## src/rtl/mem_stage_pkg.sv

```systemverilog
// Shared types and constants for the memory-access pipeline stage.
package mem_stage_pkg;

  typedef enum logic [1:0] {
    IDLE = 2'd0,
    REQ  = 2'd1,
    DONE = 2'd2
  } memState_t;

  localparam logic [3:0] BE_WORD  = 4'b1111;
  localparam logic [3:0] BE_BYTE0 = 4'b0001;
  localparam int         LANES    = 4;

endpackage

```

## src/rtl/mem_lane_align.sv

```systemverilog
// Byte-lane steering: store byte enables and replication, load lane extraction.
module mem_lane_align
  import mem_stage_pkg::*;
(
  input  logic        storeByte,
  input  logic [1:0]  storeAddrLow,
  input  logic [31:0] storeData,
  input  logic        loadByte,
  input  logic [1:0]  loadAddrLow,
  input  logic [31:0] loadData,
  output logic [3:0]  be,
  output logic [31:0] wdata,
  output logic [31:0] loadResult
);

  always_comb begin
    be         = storeByte ? (BE_BYTE0 << storeAddrLow) : BE_WORD;
    // A byte store drives its byte on every lane; the enables pick the target.
    wdata      = storeByte ? {LANES{storeData[7:0]}} : storeData;
    loadResult = loadByte ? {24'b0, loadData[8*loadAddrLow +: 8]} : loadData;
  end

endmodule

```

## src/rtl/memory_access_stage.sv

```systemverilog
// RV32 memory stage: req/ack data-memory access with upstream stall.
// Optional access timeout enabled by defining MEM_TIMEOUT_EN.
module memory_access_stage
  import mem_stage_pkg::*;
#(
  parameter int DATA_WIDTH     = 32,
  parameter int TIMEOUT_CYCLES = 255
) (
  input  logic                  clk,
  input  logic                  rst,
  input  logic                  validE_i,
  input  logic                  resultSRCE_i,
  input  logic                  memWriteE_i,
  input  logic                  addrSelectE_i,
  input  logic [DATA_WIDTH-1:0] ALUresultE_i,
  input  logic [DATA_WIDTH-1:0] RD2E_i,
  output logic                  memReq_o,
  output logic                  memWe_o,
  output logic [DATA_WIDTH-1:0] memAddr_o,
  output logic [3:0]            memBe_o,
  output logic [DATA_WIDTH-1:0] memWdata_o,
  input  logic                  memAck_i,
  input  logic [DATA_WIDTH-1:0] memRdata_i,
  output logic                  stallM_o,
  output logic                  validM_o,
  output logic [DATA_WIDTH-1:0] resultM_o,
  output logic                  errM_o
);

  memState_t             state, stateNext;
  logic [DATA_WIDTH-1:0] addrQ, wdataQ, resultQ;
  logic [3:0]            beQ;
  logic                  weQ, byteQ, validQ;
  logic                  memOpE, acceptMem, passThru, finish, timedOut, timeoutHit;
  logic [3:0]            alignBe;
  logic [DATA_WIDTH-1:0] alignWdata, loadResult;

  // A store wins over a load when both flags are set.
  assign memOpE = memWriteE_i | resultSRCE_i;

  mem_lane_align u_align (
    .storeByte    (addrSelectE_i),
    .storeAddrLow (ALUresultE_i[1:0]),
    .storeData    (RD2E_i),
    .loadByte     (byteQ),
    .loadAddrLow  (addrQ[1:0]),
    .loadData     (memRdata_i),
    .be           (alignBe),
    .wdata        (alignWdata),
    .loadResult   (loadResult)
  );

  always_comb begin
    // NOTE: every output of this block gets a default first so no path leaves it unassigned (no latch).
    stateNext = state;
    acceptMem = 1'b0;
    passThru  = 1'b0;
    finish    = 1'b0;
    timedOut  = 1'b0;
    case (state)
      IDLE: begin
        if (validE_i) begin
          if (memOpE) begin
            acceptMem = 1'b1;
            stateNext = REQ;
          end else begin
            passThru = 1'b1;
          end
        end
      end
      REQ: begin
        if (memAck_i) begin
          finish    = 1'b1;
          stateNext = DONE;
        end else if (timeoutHit) begin
          timedOut  = 1'b1;
          stateNext = DONE;
        end
      end
      DONE:    stateNext = IDLE;
      default: stateNext = IDLE;
    endcase
  end

  always_ff @(posedge clk) begin
    // NOTE: state registers use non-blocking assignments so every flop samples pre-edge values.
    if (rst) begin
      state   <= IDLE;
      addrQ   <= '0;
      wdataQ  <= '0;
      beQ     <= '0;
      weQ     <= 1'b0;
      byteQ   <= 1'b0;
      resultQ <= '0;
      validQ  <= 1'b0;
    end else begin
      state  <= stateNext;
      validQ <= passThru | finish | timedOut;
      if (acceptMem) begin
        addrQ  <= ALUresultE_i;
        wdataQ <= alignWdata;
        beQ    <= alignBe;
        weQ    <= memWriteE_i;
        byteQ  <= addrSelectE_i;
      end
      if (passThru) begin
        resultQ <= ALUresultE_i;
      end else if (finish) begin
        resultQ <= weQ ? addrQ : loadResult;
      end else if (timedOut) begin
        resultQ <= '0;
      end
    end
  end

`ifdef MEM_TIMEOUT_EN
  localparam int CNT_W = ($clog2(TIMEOUT_CYCLES + 1) > 8) ? $clog2(TIMEOUT_CYCLES + 1) : 8;

  logic [CNT_W-1:0] timeoutCnt;
  logic             errQ;

  always_ff @(posedge clk) begin
    if (rst) begin
      timeoutCnt <= '0;
      errQ       <= 1'b0;
    end else begin
      errQ <= timedOut;
      if (acceptMem) begin
        timeoutCnt <= '0;
      end else if (state == REQ && !memAck_i) begin
        timeoutCnt <= timeoutCnt + CNT_W'(1);
      end
    end
  end

  // Leaving on the edge where the count reaches the limit gives exactly TIMEOUT_CYCLES REQ cycles.
  assign timeoutHit = (state == REQ) && (timeoutCnt == CNT_W'(TIMEOUT_CYCLES - 1));
  assign errM_o     = errQ;
`else
  logic unusedTimeout;
  assign unusedTimeout = (TIMEOUT_CYCLES != 0);
  assign timeoutHit    = 1'b0;
  assign errM_o        = 1'b0;
`endif

  assign memReq_o   = (state == REQ);
  assign memWe_o    = weQ;
  assign memAddr_o  = {addrQ[DATA_WIDTH-1:2], 2'b00};
  assign memBe_o    = beQ;
  assign memWdata_o = wdataQ;
  assign stallM_o   = acceptMem || (state == REQ);
  assign validM_o   = validQ;
  assign resultM_o  = resultQ;

endmodule

```

## config.mk

```make
export PLATFORM = sky130hd
export DESIGN_NAME = memory_access_stage
export DESIGN_NICKNAME = d
export VERILOG_FILES = /design/src/rtl/mem_stage_pkg.sv /design/src/rtl/mem_lane_align.sv /design/src/rtl/memory_access_stage.sv
export SDC_FILE = /design/constraint.sdc
export NUM_CORES = 1
export LEC_CHECK = 0
export ABC_AREA = 0
export BUFFER_PORTS_ARGS = -buffer_cell sky130_fd_sc_hd__buf_2
export CAP_MARGIN = 0
export CORE_MARGIN = 5
export CORE_UTILIZATION = 47
export CTS_BUF_LIST = sky130_fd_sc_hd__clkbuf_4
export CTS_CLUSTER_DIAMETER = 120
export CTS_CLUSTER_SIZE = 16
export DETAILED_ROUTE_END_ITERATION = 7
export GPL_ROUTABILITY_DRIVEN = 0
export PLACE_DENSITY = 0.8
export SLEW_MARGIN = 20
export SYNTH_ARGS = -nofsm -noshare
export SYNTH_HDL_FRONTEND = slang
export SYNTH_HIERARCHICAL = 1
export SYNTH_SLANG_ARGS = --single-unit
```

## constraint.sdc

```tcl
create_clock -name clk -period 1.8 [get_ports clk]
set_clock_uncertainty 0.2 [all_clocks]
set_input_delay 0.09 -clock clk [delete_from_list [all_inputs] [get_ports clk]]
set_output_delay 0.09 -clock clk [all_outputs]
set_load 0.01 [all_outputs]
```

* Word-level counts from Yosys, hierarchy flattened
Cells that the tools add are included.
Storage, ports and cells: word-level logic and storage cells 38, input port bits 103, output and inout port bits 105, register bits 105
Cells by class: eq/ne operators 4, bitwise gates (word level) 2, multiplexer cells 18, shift operators 2, reduce and logical (&&, ||, !) cells 4
Operators by type and width (number):
- $mux W32 | 5
- $shiftx A32 B6 Y8 | 1
- $mux W1 | 8
- $mux W2 | 3
- $mux W4 | 1
- $ne A2 B2 Y1 const B | 2
- $pmux W2 S2 | 1
- $shl A1 B2 Y4 const A | 1
- $reduce_and A3 Y1 | 1
- $eq A2 B1 Y1 const B | 1
- $logic_not A2 Y1 | 1
- $ne A2 B1 Y1 const B | 1
- $or A1 B1 Y1 | 2
- $reduce_bool A2 Y1 | 1
- $logic_or A1 B1 Y1 | 1

* Longest topological paths before layout
depth after elaboration 5, gate-level depth with buffers 6, gate-level depth less buffers 5

* Modules after synthesis
The synthesis kept the hierarchy.
Modules (own cells, without submodules):
- memory_access_stage | instances 1, cells an instance 559, sequential area each 2102.0 um^2, area an instance 4844.6 um^2
- mem_lane_align | instances 1, cells an instance 139, sequential area each 0.0 um^2, area an instance 855.8 um^2

* Least setup slack after synthesis
Ideal clock, no wire load.
path type reg-to-reg, start point register addrQ[1], end point register resultQ[3] (netlist: resultM_o[3]), stages on the path, launching flop included 7, buffers on the path 1, arrival 1453 ps, setup time 132 ps, required time 1468 ps, clock period less this slack 1786 ps, slack 14 ps, cell sequence dfxtp_1 > buf_2 > o21ai_2 > a221oi_1 > mux2_2 > a32oi_1 > a21oi_1
On the way: word-level cells in the longest chain between the ends 5
Ends and longest elaborated chain:
- from (decl) | RTL line memory_access_stage.sv:31 | logic [DATA_WIDTH-1:0] addrQ, wdataQ, resultQ;
- from (signal assigned) | RTL line memory_access_stage.sv:100 | addrQ <= ALUresultE_i;
- $shiftx A32 B6 Y8 | RTL line mem_lane_align.sv:20 | loadResult = loadByte ? {24'b0, loadData[8*loadAddrLow +: 8]} : loadData;
- $mux W32 | RTL line mem_lane_align.sv:20
- via loadResult[3] | RTL line memory_access_stage.sv:36 | logic [DATA_WIDTH-1:0] alignWdata, loadResult;
- $mux W32 | RTL line memory_access_stage.sv:109 | resultQ <= weQ ? addrQ : loadResult;
- $mux W32 | RTL line memory_access_stage.sv:108 | end else if (finish) begin
- $mux W32 | RTL line memory_access_stage.sv:106 | if (passThru) begin
- to (signal assigned) | RTL line memory_access_stage.sv:107 | resultQ <= ALUresultE_i;
- to (signal assigned) | RTL line memory_access_stage.sv:109
- to (decl) | RTL line memory_access_stage.sv:31
The timed path passes the listed nets, and every way through them passes these cells. The select of a mux whose other input is x is not followed. A chain may end at the register's enable or synchronous reset.

* Worst setup path after layout
start point register state[1], end point register wdataQ[2] (netlist: memWdata_o[2])
On the way: word-level cells in the longest chain between the ends 2
Ends and longest elaborated chain:
- from (decl) | RTL line memory_access_stage.sv:30 | memState_t state, stateNext;
- from (signal assigned) | RTL line memory_access_stage.sv:97 | state <= stateNext;
- $logic_not A2 Y1 | RTL line memory_access_stage.sv:60 | case (state)
- $mux W1 | RTL line memory_access_stage.sv:60
- to (signal assigned) | RTL line memory_access_stage.sv:101 | wdataQ <= alignWdata;
- to (decl) | RTL line memory_access_stage.sv:31
No other way between the ends.

==> flow_summary.toml <==
[grt]
first_global_vias = 6297
grtUsageTotal = 0.2903
grt_first_pass_wirelength_um = 33860
grt_max_degree = 106
antenna_found_initial = 0
grt-ovfl-total = 0

[drt]
drc = 0
finalWirelength_um = 22550
vias_per_cell = 6.142
vias = 6639
wl_per_cell_um = 20.86
first_pass_iters = 6
drtIter0Drc = 898
ant_nets = 0

[timing]
slew-limit-headroom = 0.6352
fmax_ghz = 0.5111
min_period_over_period = 1.087
rsz0062_at_grt = "yes"
hold_viol = 0
setup_viol = 84
worst_slack_ns = -0.1564
hold_ws_ns = 0.1394
min_period_ns = 1.956
drv_slew = 0
tightest_slew_ns = 0.5472

[yosys]
synth.area.top_cells = "dfxtp_1 37%, a21oi_1 9.0%, o21ai_0 7.9%"
netlist_area_um2 = 5700
synth_ff_type = "dfxtp_1"
synth_cells = 698
yosys.cell_types.count = 33
ys_ff_latch = 105
syn_area_per_cell_um2 = 8.167
synthArstFlopShare = 0
synth-edff-count = 0
ys_warn_count = 6
yosysSeqAreaShare = 0.3687
yosys.area.top_type_share = 0.3687
synth_top_area_cell = "dfxtp_1"

[clock_tree]
cts_tree = "done"
numClockSinks = 105
clk_latency_ns = 0.49
cts.clk_slew.worst_paths_ns = 0.18
clk_path_buf_depth = 2
clock-root-buffer = "clkbuf_4"
htreeDepth = 3
cts_buffers = 9

[power]
p_int_w = 0.003628
p_leak_nw = 3.423
ir_worst_vdd_v = 0.0006330
p_total_w = 0.005441
pwr-share-seq = 0.470
switching_share = 0.3331
p_clk_frac = 0.244
power_density_nw_per_um2 = 680.7
p_comb_frac = 0.286
switching_power_w = 0.001812

[setup_path]
crit_path_start_kind = "flop"
endpoint_kind = "flop"
cp.arrival_ns = 2.13
critPathRequiredTime_ns = 1.97
path_class = "reg -> reg"
worstPathMaxFanout = 12

[placement]
pre_cts_slack_ns = 0.009970
io_buffers = 204
place_hpwl_um = 12640
dp_cells = 958

[finish]
drive_gt1_frac = 0.3426
area_growth_pct = 40.21
diodes = 0
final_cell_count_no_fill = 1081
final_cell_mix = "202 x buf_2, 103 x a21oi_1, 100 x dfxtp_1"
nNetsFinal = 1032
final_common_cell = "buf_2"

[floorplanning]
boundaryPins = 208
die_h_um = 120.1
start_util = 0.4766
row_count = 40
core_um2 = 11960
dieArea_um2 = 14430
dieWidth_um = 120.1

[min_path]
min_path_type = "in -> reg"

[run_status]
outcome = "finished with violations"
violations = "negative setup slack"

[job]
maxCapViolCount = 0
synthesized netlist by cell type (all sizes together) (5+ instances only):
| cell | count |
|---|---|
| mux2i | 8 |
| nand2 | 9 |
| o21ai | 99 |
| nor4bb | 7 |
| inv | 36 |
| o211ai | 32 |
| mux2 | 32 |
| dfxtp | 105 |
| a32oi | 32 |
| a221oi | 8 |
| buf | 66 |
| a21oi | 103 |
| nor2b | 24 |
| nand3 | 69 |
| nor2 | 5 |
| clkbuf | 52 |
registers in the layout, indices dropped and copies added, names as in the netlist:
name and count:
validM_o 1, memBe_o 4, byteQ 1, addrQ 32
state 2, memWdata_o 32, resultM_o 32, memWe_o 1
path summary, 6_finish.rpt:
kind,to,slack (ns),from,cells after the start
worst max-delay path,memWdata_o[2],-0.16,state[1],5
worst max register to register,memWdata_o[2],-0.16,state[1],5
worst min register to register,memWdata_o[5],0.28,memWdata_o[5],2
worst min-delay path,resultM_o[0],0.14,memRdata_i[0],6
through the flow:
stage               cell area (um2)  utilization  setup TNS [ns]
global placement               6568       0.5491               0
floorplan                      5708            -               0
finish                         7993       0.6682          -5.528
CTS                            7775       0.6500          -3.110
detailed placement             6568       0.5491               0
global route                   7993       0.6682          -10.53
logic make-up (layout without fill, tap and decap cells):
logic type,after synthesis,after routing,share of synthesized area
AOI/OAI and AO/OA,276,276,0.2921
muxes,40,40,0.07726
other,1,3,0.0006578
and+or+nand+nor,122,122,0.1209
buffers and inverters,154,388,0.1403
DFF,105,105,0.3687
critical path, stage by stage (launching register included):
cell and delay, ns:
dfxtp_4 0.38, or3b_4 0.41, buf_4 0.18, bufbuf_16 0.29, o21ai_0 0.26, a21oi_1 0.11
timing repair:
action | in CTS | in global routing
setup buffers | 5 | 0
gates resized for setup | 19 | 32
setup endpoints to repair | 3 | 95
hold buffers | 94 | 0
pin swaps | 3 | 19
gates cloned | 2 | 6
hold endpoints to repair | 105 | 0
power groups by stage:
stage	combinational, W	clock [W]	sequential [W]
after floorplan	0.000737	0	0.00263
after global placement	0.00117	0	0.00260
after detailed placement	0.00119	0	0.00260
after CTS	0.00141	0.00134	0.00255
after global routing	0.00166	0.00144	0.00257
final	0.00156	0.00133	0.00256
final cells by class:
cell class	instances	area (um2)
inverter	36	135.1
clock buffer	9	67.56
fill	924	3969
multi-input combinational	441	2908
clock inverter	7	77.57
tap	147	183.9
timing repair buffer	336	2505
sequential	105	2116
per-layer routing:
| metal | GRT usage | vias up | wire length, um |
|---|---|---|---|
| li1 | - | 2949 | - |
| met1 | 0.3621 | 3103 | 8551 |
| met2 | 0.4756 | 511 | 10680 |
| met3 | 0.07681 | 76 | 2441 |
| met4 | 0.1174 | 0 | 883 |
| met5 | 0 | - | 0 |
Power figures use the tool's default switching activity.
